<file path="config.mk">
export PLATFORM = sky130hd
export DESIGN_NAME = pcs_sync_param
export DESIGN_NICKNAME = d
export VERILOG_FILES = /design/src/rtl/pcs_pkg.sv /design/src/rtl/pcs_cg_check.sv /design/src/rtl/pcs_sync_param.sv
export SDC_FILE = /design/constraint.sdc
export NUM_CORES = 1
export LEC_CHECK = 0
export CELL_PAD_IN_SITES_DETAIL_PLACEMENT = 1
export CELL_PAD_IN_SITES_GLOBAL_PLACEMENT = 2
export CORE_ASPECT_RATIO = 1.75
export CORE_MARGIN = 4
export CORE_UTILIZATION = 27
export DETAILED_ROUTE_END_ITERATION = 7
export PLACE_DENSITY = 0.86
export SLEW_MARGIN = 20
export SYNTH_ARGS = -nofsm -noshare
export SYNTH_HDL_FRONTEND = slang
export SYNTH_HIERARCHICAL = 1
export SYNTH_SLANG_ARGS = --single-unit
export TNS_END_PERCENT = 100
</file>
<file path="constraint.sdc">
create_clock -name clk -period 4.5 [get_ports clk]
set_input_delay 0.675 -clock clk [delete_from_list [all_inputs] [get_ports clk]]
set_output_delay 0.675 -clock clk [all_outputs]
set_load 0.005 [all_outputs]
</file>
<file path="src/rtl/pcs_pkg.sv">
// Shared definitions for the PCS code-group synchronizer: state codes,
// comma bit patterns and the running-disparity popcount window.
package pcs_pkg;

  // Synchronization states; the numeric codes appear on the sync_state port.
  typedef enum logic [2:0] {
    LOSS_OF_SYNC  = 3'd0,
    COMMA_DETECT  = 3'd1,
    SYNC_ACQUIRED = 3'd2,
    SYNC_BAD      = 3'd3
  } sync_state_e;

  // Seven leading bits (a..g) of a comma in either disparity.
  localparam logic [6:0] COMMA_POS = 7'b0011111;
  localparam logic [6:0] COMMA_NEG = 7'b1100000;

  // A legal 10-bit code group carries between four and six ones.
  localparam logic [3:0] POP_MIN = 4'd4;
  localparam logic [3:0] POP_MAX = 4'd6;

  // Number of ones in a 10-bit code group.
  function automatic logic [3:0] popcount10(input logic [9:0] cg);
    logic [3:0] cnt;
    cnt = '0;
    for (int i = 0; i < 10; i++) begin
      cnt = cnt + {3'b000, cg[i]};
    end
    return cnt;
  endfunction

endpackage

</file>
<file path="src/rtl/pcs_cg_check.sv">
// Purely combinational classification of one received code group:
// whether it starts with a comma and whether its ones count is legal.
module pcs_cg_check
  import pcs_pkg::*;
(
  input  logic [9:0] rx_code_group,
  output logic       is_comma,
  output logic       is_valid_disp
);

  logic [3:0] ones;

  // Classify the code group from its leading bits and its ones count.
  always_comb begin
    ones          = popcount10(rx_code_group);
    is_comma      = (rx_code_group[9:3] == COMMA_POS) ||
                    (rx_code_group[9:3] == COMMA_NEG);
    is_valid_disp = (ones >= POP_MIN) && (ones <= POP_MAX);
  end

endmodule

</file>
<file path="src/rtl/pcs_sync_param.sv">
// Parameterized code-group synchronizer: aligns on even commas, tracks
// code-group quality while in sync and counts loss-of-sync events.
module pcs_sync_param
  import pcs_pkg::*;
#(
  parameter int ACQ_COMMAS = 3,
  parameter int GOOD_CGS   = 4,
  parameter int LOSS_BADS  = 4,
  parameter int LOSS_CNT_W = 8
) (
  input  logic                  clk,
  input  logic                  RESET,
  input  logic                  signal_detect,
  input  logic [9:0]            rx_code_group,
  output logic [9:0]            rx_code_group_out,
  output logic                  code_status,
  output logic                  rx_even,
  output logic [2:0]            sync_state,
  output logic [LOSS_CNT_W-1:0] loss_cnt
);

  localparam int CW = $clog2(ACQ_COMMAS + 1);
  localparam int GW = $clog2(GOOD_CGS + 1);
  localparam int BW = $clog2(LOSS_BADS + 1);

  localparam logic [CW-1:0] COMMA_ONE  = CW'(1);
  localparam logic [CW-1:0] COMMA_GOAL = CW'(ACQ_COMMAS);
  localparam logic [GW-1:0] GOOD_GOAL  = GW'(GOOD_CGS);
  localparam logic [BW-1:0] BAD_ONE    = BW'(1);
  localparam logic [BW-1:0] BAD_GOAL   = BW'(LOSS_BADS);

  sync_state_e           state_q, state_d;
  logic [CW-1:0]         comma_cnt_q, comma_cnt_d;
  logic [GW-1:0]         good_cnt_q, good_cnt_d;
  logic [BW-1:0]         bad_cnt_q, bad_cnt_d;
  logic [LOSS_CNT_W-1:0] loss_cnt_q, loss_cnt_d;
  logic                  rx_even_q, rx_even_d;
  logic                  code_status_q, code_status_d;
  logic [9:0]            rx_cg_out_q, rx_cg_out_d;

  logic is_comma;
  logic is_valid_disp;
  logic cg_invalid;
  logic loss_event;

  pcs_cg_check u_cg_check (
    .rx_code_group (rx_code_group),
    .is_comma      (is_comma),
    .is_valid_disp (is_valid_disp)
  );

  // State register and all registered outputs, with synchronous reset.
  always_ff @(posedge clk) begin
    if (RESET) begin
      state_q       <= LOSS_OF_SYNC;
      comma_cnt_q   <= '0;
      good_cnt_q    <= '0;
      bad_cnt_q     <= '0;
      loss_cnt_q    <= '0;
      rx_even_q     <= 1'b1;
      code_status_q <= 1'b0;
      rx_cg_out_q   <= '0;
    end else begin
      state_q       <= state_d;
      comma_cnt_q   <= comma_cnt_d;
      good_cnt_q    <= good_cnt_d;
      bad_cnt_q     <= bad_cnt_d;
      loss_cnt_q    <= loss_cnt_d;
      rx_even_q     <= rx_even_d;
      code_status_q <= code_status_d;
      rx_cg_out_q   <= rx_cg_out_d;
    end
  end

  // Next state and counters; losing signal_detect overrides everything.
  always_comb begin
    state_d     = state_q;
    comma_cnt_d = comma_cnt_q;
    good_cnt_d  = good_cnt_q;
    bad_cnt_d   = bad_cnt_q;
    loss_cnt_d  = loss_cnt_q;
    loss_event  = 1'b0;
    cg_invalid  = !is_valid_disp || (is_comma && !rx_even_q);

    if (!signal_detect) begin
      state_d     = LOSS_OF_SYNC;
      comma_cnt_d = '0;
      good_cnt_d  = '0;
      bad_cnt_d   = '0;
      loss_event  = (state_q == SYNC_ACQUIRED) || (state_q == SYNC_BAD);
    end else begin
      case (state_q)
        LOSS_OF_SYNC: begin
          if (is_comma) begin
            if (ACQ_COMMAS <= 1) begin
              state_d     = SYNC_ACQUIRED;
              comma_cnt_d = '0;
            end else begin
              state_d     = COMMA_DETECT;
              comma_cnt_d = COMMA_ONE;
            end
          end
        end
        COMMA_DETECT: begin
          if (cg_invalid) begin
            state_d     = LOSS_OF_SYNC;
            comma_cnt_d = '0;
          end else if (is_comma) begin
            if (comma_cnt_q + 1'b1 == COMMA_GOAL) begin
              state_d     = SYNC_ACQUIRED;
              comma_cnt_d = '0;
            end else begin
              comma_cnt_d = comma_cnt_q + 1'b1;
            end
          end
        end
        SYNC_ACQUIRED: begin
          if (cg_invalid) begin
            good_cnt_d = '0;
            if (LOSS_BADS <= 1) begin
              state_d    = LOSS_OF_SYNC;
              bad_cnt_d  = '0;
              loss_event = 1'b1;
            end else begin
              state_d   = SYNC_BAD;
              bad_cnt_d = BAD_ONE;
            end
          end
        end
        SYNC_BAD: begin
          if (cg_invalid) begin
            good_cnt_d = '0;
            if (bad_cnt_q + 1'b1 == BAD_GOAL) begin
              state_d    = LOSS_OF_SYNC;
              bad_cnt_d  = '0;
              loss_event = 1'b1;
            end else begin
              bad_cnt_d = bad_cnt_q + 1'b1;
            end
          end else if (good_cnt_q + 1'b1 == GOOD_GOAL) begin
            good_cnt_d = '0;
            bad_cnt_d  = bad_cnt_q - 1'b1;
            if (bad_cnt_q == BAD_ONE) begin
              state_d = SYNC_ACQUIRED;
            end
          end else begin
            good_cnt_d = good_cnt_q + 1'b1;
          end
        end
        default: begin
          state_d     = LOSS_OF_SYNC;
          comma_cnt_d = '0;
          good_cnt_d  = '0;
          bad_cnt_d   = '0;
        end
      endcase
    end

    if (loss_event && (loss_cnt_q != '1)) begin
      loss_cnt_d = loss_cnt_q + 1'b1;
    end
  end

  // Values presented one clock later: status, parity and the code group.
  always_comb begin
    code_status_d = (state_d == SYNC_ACQUIRED) || (state_d == SYNC_BAD);
    rx_even_d     = is_comma ? 1'b0 : !rx_even_q;
    rx_cg_out_d   = rx_code_group;
  end

  assign sync_state        = state_q;
  assign code_status       = code_status_q;
  assign rx_even           = rx_even_q;
  assign rx_code_group_out = rx_cg_out_q;
  assign loss_cnt          = loss_cnt_q;

endmodule

</file>
* Word level (Yosys, flattened, before mapping)
Cells that the tools add are included.
** Cells by class
- $add $sub $neg :: 14
- Magnitude comparators :: 2
- Equality and inequality tests :: 16
- Muxes and demuxes :: 30
- Bitwise gates (word level) :: 3
- Reductions and logical operators :: 16
** Operators by type and width (number)
- 3-bit two-way mux :: 17
- 4-bit by 1-bit adder with 4-bit output :: 8
- 3-bit one-hot mux with 3 select lines :: 2
- 3-bit by 2-bit equality test with 1-bit output (second input constant) :: 4
- 3-bit one-hot mux with 4 select lines :: 1
- 8-bit by 1-bit adder with 8-bit output (second input constant) :: 1
- 2-bit two-way mux :: 4
- 8-bit != test (second input constant) :: 1
- 7-bit by 5-bit equality test with 1-bit output (second input constant) :: 1
- 7-bit equality test (second input constant) :: 1
- 3-bit by 1-bit adder with 3-bit output (second input constant) :: 2
- 3-bit by 1-bit equality test with 1-bit output (second input constant) :: 2
- 3-bit equality test (second input constant) :: 2
- 2-bit one-hot mux with 3 select lines :: 1
- 3-bit AND reduction :: 2
- 2-bit OR reduction :: 3
- 1-bit two-way mux :: 5
- 4-bit by 3-bit greater-or-equal comparator with 1-bit output (second input constant) :: 1
- 4-bit by 3-bit less-or-equal comparator with 1-bit output (second input constant) :: 1
- 1-bit logical OR :: 4
- 2-bit != test (second input constant) :: 2
- 1-bit logical AND :: 3
- 3-bit logical NOT :: 1
- 3-bit by 2-bit != test with 1-bit output (second input constant) :: 1
- 8 further kinds :: 11
** Storage, ports and cells
- Register bits after elaboration :: 31
- Output and inout port bits :: 23
- Logic and storage cells :: 89

* Logic depth before layout (Yosys ltp)
Gate-level depths: netlist of run 1.
- Depth in word-level cells :: 18
- Mapped depth :: 14

* By module
The synthesis of run 1 kept the hierarchy.
** Modules (own cells, without submodules)
- pcs_sync_param :: instances 1, cells each 161, area each 1446.4 um^2, seq. area each 620.6 um^2
- pcs_cg_check :: instances 1, cells each 28, area each 240.2 um^2, seq. area each 0.0 um^2

* Worst setup path after synthesis of run 1
No wires, ideal clock.
- Kind :: input-to-reg
- Start point :: input port rx_code_group[0]
- End point :: register loss_cnt_q[7] (netlist: loss_cnt[7])
- Library setup time :: 123 ps
- Arrival time :: 4341 ps
- Data required time :: 4377 ps
- Path slack :: 35 ps
- Cell stages on the path :: 13
- Buffers on the path :: 0
- Cell sequence :: inv_1 -> fa_1 -> fa_1 -> fa_1 -> inv_1 -> ha_1 -> fa_1 -> a221oi_1 -> inv_1 -> o2111ai_2 -> a211oi_2 -> nor2b_1 -> mux2_1
** Between the ends
- Longest elaborated chain between the ends :: 17
- Elaborated cells between the ends (all ways) :: 18
- Classes of those cells :: 9 x add/sub; 2 x order compare; 3 x mux; 4 x reduce/logical
** Ends and longest elaborated chain
- from (decl) :: line pcs_sync_param.sv:14 : input logic [9:0] rx_code_group,
- 1-bit by 1-bit adder with 2-bit output * :: line pcs_pkg.sv:26 : cnt = cnt + {3'b000, cg[i]};
- 4-bit by 1-bit adder with 4-bit output * (8 in a row) :: line pcs_pkg.sv:26
- 4-bit by 3-bit greater-or-equal comparator with 1-bit output or 4-bit by 3-bit less-or-equal comparator with 1-bit output (tied branches) :: line pcs_cg_check.sv:18 : is_valid_disp = (ones >= POP_MIN) && (ones <= POP_MAX);
- 1-bit logical AND * :: line pcs_cg_check.sv:18
- named net is_valid_disp :: line pcs_sync_param.sv:42 : logic is_valid_disp;
- 1-bit logical NOT * :: line pcs_sync_param.sv:83 : cg_invalid = !is_valid_disp || (is_comma && !rx_even_q);
- 1-bit logical OR * :: line pcs_sync_param.sv:83
- 1-bit two-way mux * :: line pcs_sync_param.sv:131 : if (cg_invalid) begin
- 1-bit two-way mux * :: line pcs_sync_param.sv:92 : case (state_q)
- 1-bit two-way mux * :: line pcs_sync_param.sv:85 : if (!signal_detect) begin
- 1-bit logical AND * :: line pcs_sync_param.sv:159 : if (loss_event && (loss_cnt_q != '1)) begin
- to (signal assigned) :: line pcs_sync_param.sv:68 : loss_cnt_q <= loss_cnt_d;
- to (decl) :: line pcs_sync_param.sv:36 : logic [LOSS_CNT_W-1:0] loss_cnt_q, loss_cnt_d;
Mark *: on every way through the listed nets, which the timed path passes. The rest lies on a longest branch.
A chain may end at the register's enable or synchronous reset.

* Worst setup path in the final report of run 1
- Start point :: input port rx_code_group[5]
- End point :: register loss_cnt_q[7] (netlist: loss_cnt[7])
** Between the ends
- Longest elaborated chain between the ends :: 13
- Elaborated cells between the ends (all ways) :: 18
- Classes of those cells :: 5 x add/sub; 2 x order compare; 2 x eq/ne; 3 x mux; 6 x reduce/logical
** Ends and longest elaborated chain (line)
- 4-bit by 1-bit adder with 4-bit output * (5 in a row) :: pcs_pkg.sv:26
- 4-bit by 3-bit greater-or-equal comparator with 1-bit output or 4-bit by 3-bit less-or-equal comparator with 1-bit output (tied branches) :: pcs_cg_check.sv:18
- 1-bit logical AND * :: pcs_cg_check.sv:18
- named net is_valid_disp :: pcs_sync_param.sv:42
- 1-bit logical NOT * :: pcs_sync_param.sv:83
- 1-bit logical OR * :: pcs_sync_param.sv:83
- 1-bit two-way mux * :: pcs_sync_param.sv:131
- 1-bit two-way mux * :: pcs_sync_param.sv:92
- 1-bit two-way mux * :: pcs_sync_param.sv:85
- 1-bit logical AND * :: pcs_sync_param.sv:159
Marked as above.

==> run_results.csv, run 1 <==
group,metric,value,unit
status,outcome,"finished clean",
final_layout,diodes,0,
drt,num_vias,1512,
worst_setup_path,required,4.67,ns
worst_setup_path,path_buf_inv,5,
clock_network,path_clk_slew,0.06,ns
final_layout,n_fill_cell,688,
floorplan,die_w,67.7,um
sta,finalClockSkew,0.00687,ns
clock_network,clk_latency,0.28,ns
sta,hold_slack,0.472,ns
worst_setup_path,path_max_fanout,4,
worst_setup_path,path_class,"input pin to register",
logic_synthesis,syn_inst,189,
floorplan,core,5970,sq um
worst_setup_path,critPathMaxStageDelay,0.54,ns
min_path,hp-class,"register to register",
logic_synthesis,synth_edf_count,0,
worst_setup_path,timing.rr.start,"bad_cnt_q[0]",
sta,setup_slack,0.181,ns
floorplan,die_area,7630,sq um
worst_setup_path,critical-path-top-delay-family,"adder cells",
sta,hold_viol_final,0,
worst_setup_path,start_kind,"input pin",
worst_setup_path,arrival,4.48,ns
worst_setup_path,path_common_cell,"fa_1",
min_path,min_path_cells,1,
global_route,antenna_found_initial,0,
logic_synthesis,ys_seq_area_share,36.8,%
sta,worst_slew_pin_slew,0.839,ns
power,power_leakage,0.979,nW
sta,fmax,232,MHz
sta,min_period,4.32,ns
drt,drt_wl_total,4.62,mm
place,io_buffer_count,35,
worst_setup_path,rrSetupSlack,2.37,ns
final_layout,seqCellArea,621,sq um
final_layout,area_growth,43.8,%
drt,drtIter0Drc,24,
logic_synthesis,yosys_warnings,6,
final_layout,drive_above_1_share,16.5,%
sta,tns,0,ns
worst_setup_path,crit_chain,"clkdlybuf4s15_1, fa_1, inv_1, fa_1, fa_1, inv_2, ha_4, fa_2, a31oi_4, a221oi_2, buf_4, inv_4, o2111ai_4, a211oi_4, nor2b_4, mux2_4",
logic_synthesis,syn_avg_cell_area,8.92,sq um
global_route,grt_pass1_vias,1647,
worst_setup_path,critPathCapture,"loss_cnt[7]",
global_route,grt_pass1_wl,7.80,mm
floorplan,start_util,28.2,%
drt,firstDrtPassIters,4,
worst_setup_path,cp_num_cells,16,
worst_setup_path,slowest_stage,"fa_1",
sta,post-route-period-util,96.0,%
final_layout,multi_input_area,1050,sq um
logic_synthesis,synthFlopType,"dfxtp_1",
sta,setup_viol_count_final,0,
final_layout,design_area,2430,sq um
drt,post_drt_via_cell_ratio,4.73,
worst_setup_path,cp-end-kind,"register",
clock_network,h-tree-depth,2,
sta,rsz0062_at_grt,"false",
sta,slew_headroom,43.9,%
logic_synthesis,synth_fp_nets,218,
worst_setup_path,timing.rr.end,"loss_cnt[7]",
clock_network,cts_buffer_depth,2,
logic_synthesis,async_flop_share,0,%
power,irDropWorstVdd,0.206,mV
flow_run,drv_cap,0,
power,powerDensity,306,nW/um^2
place,dp_hpwl,3.58,mm
logic_synthesis,synth.distinct_cells,45,
global_route,track_usage,13.4,%
place,gp_congestion,0.766,
clock_network,ctsHoldBuffers,0,
worst_setup_path,critical_path.startpoint,"rx_code_group[5]",
drt,drc,0,
clock_network,numCtsBuffers,5,
floorplan,rows,37,
power,totalPowerFinal,742,uW
global_route,grt_max_degree,24,
clock_network,tritoncts,"done",
floorplan,io_pins,36,
place,pre_cts_ws,-0.501,ns
logic_synthesis,synth_area,1690,sq um
worst_setup_path,worstRegToRegCells,6,
place,placed_area,2220,sq um
clock_network,clock-root-buffer,"clkbuf_8",
floorplan,die_h,113,um
sta,drv_slew,0,
drt,wl_per_cell,14.4,um
global_route,overflow,0,
clock_network,cts.sinks,31,
final_layout,nets,271,
logic_synthesis,ys_seq_elements,31,
drt,drtAntennaViolNets,0,
metrics by stage:
step	cells	utilization [%]
after global routing	320	40.6
final	320	40.6
after floorplan	189	-
after detailed placement	311	37.1
after CTS	319	39.3
after global placement	311	37.1
layer usage:
metal	up-vias	part of all wire, %	GRT usage (%)
met4	0	3.5	7.32
li1	743	-	-
met3	11	3.6	2.70
met1	724	37	13.8
met5	-	0	0
met2	34	56	24.2
kinds of logic after synthesis:
logic type / share of synthesized area (%)
flops: 36.8
xor+xnor: 2.08
buf+inv: 6.16
mux: 2.82
other cells: 0.222
fa+ha+maj: 14.5
compound gates: 14.8
simple gates: 22.6
placed cells by master, fill, tap and decap left out, types with 2 or more instances in the layout:
master           netlist  routed
nand3_1                4       4
inv_2                  0       3
a21oi_1                8       8
nor3_1                 3       3
nor2b_1               17      16
nand4b_1               2       2
buf_4                  0      15
nand2_1                9       9
or3_1                  3       3
dfxtp_1               31      31
dlymetal6s2s_1         0       5
clkdlybuf4s50_1        0      29
nand2b_1               3       3
inv_1                 22      18
o21a_1                 2       2
and3_1                 3       3
a31oi_1                5       4
a32oi_1                2       2
xnor2_1                3       3
a21boi_0               2       2
clkbuf_8               0       6
o21ai_0                3       3
fa_1                   6       5
mux2_4                 1       2
nor2_1                18      18
nand4_1                4       4
ha_1                  10       9
nand3b_1               2       2
state kept, by name, summed over array words and instances, names as in the netlist:
signal,cells
bad_cnt_q,3
code_status,1
comma_cnt_q,2
good_cnt_q,3
loss_cnt,8
rx_code_group_out,10
rx_even,1
sync_state,3
power breakdown:
part | internal, mW | switching, mW | total, mW | leakage [nW]
Sequential | 0.281 | 0.00381 | 0.285 | 0.253
Combinational | 0.119 | 0.115 | 0.234 | 0.679
Clock | 0.120 | 0.103 | 0.223 | 0.0470
cell usage after synthesis (2+ instances only):
cell	number	area share, %
clkbuf_1	3	0.67
nor2_1	18	4.0
and3_1	3	1.1
nand4b_1	2	1.0
o21a_1	2	0.89
nand3_1	4	1.2
or3_1	3	1.1
inv_1	22	4.9
a21boi_0	2	0.89
a21oi_1	8	2.4
a32oi_1	2	1.0
ha_1	10	7.4
xnor2_1	3	1.6
nor2b_1	17	6.3
a31oi_1	5	1.9
nand2b_1	3	1.1
nand3b_1	2	0.89
fa_1	6	7.1
nand2_1	9	2.0
nor3_1	3	0.89
nand4_1	4	1.5
o21ai_0	3	0.89
mux2_1	2	1.3
dfxtp_1	31	37
buf_2	2	0.59
worst min path at each step:
stage,from,endpoint
floorplan,rx_even,rx_even
global placement,rx_even,rx_even
detailed placement,rx_even,rx_even
CTS,rx_even,rx_even
global route,rx_even,rx_even
finish,rx_even,rx_even
final cells by class:
| cell class | instances | area share [%] |
|---|---|---|
| Timing Repair Buffer | 51 | 20.1 |
| Tap cell | 78 | 4.02 |
| Sequential cell | 31 | 25.6 |
| Inverter | 22 | 3.51 |
| Multi-Input combinational cell | 131 | 43.2 |
| Clock buffer | 6 | 3.40 |
| Clock inverter | 1 | 0.206 |
repair_timing:
action,in CTS,in global routing
setup endpoints to repair,13,14
cloned,0,0
pin swaps,5,8
buffers inserted,1,1
resized for setup,10,16
Note: power is estimated with default switching activity, not from simulation.
==> run 2, diff against run 1 <==
--- a/config.mk
+++ b/config.mk
@@ -11,6 +11,7 @@
 export CORE_MARGIN = 4
 export CORE_UTILIZATION = 27
 export DETAILED_ROUTE_END_ITERATION = 7
+export GPL_ROUTABILITY_DRIVEN = 0
 export PLACE_DENSITY = 0.86
 export SLEW_MARGIN = 20
 export SYNTH_ARGS = -nofsm -noshare
==> results of run 2 <==
Final layout, timing and power as in run 1 (identical DEF).
==> run 3, diff against run 2 <==
--- a/config.mk
+++ b/config.mk
@@ -10,6 +10,7 @@
 export CORE_ASPECT_RATIO = 1.75
 export CORE_MARGIN = 4
 export CORE_UTILIZATION = 27
+export CTS_CLUSTER_DIAMETER = 50
 export DETAILED_ROUTE_END_ITERATION = 7
 export GPL_ROUTABILITY_DRIVEN = 0
 export PLACE_DENSITY = 0.86
==> results of run 3 <==
Final layout, timing and power as in run 1 (identical DEF).
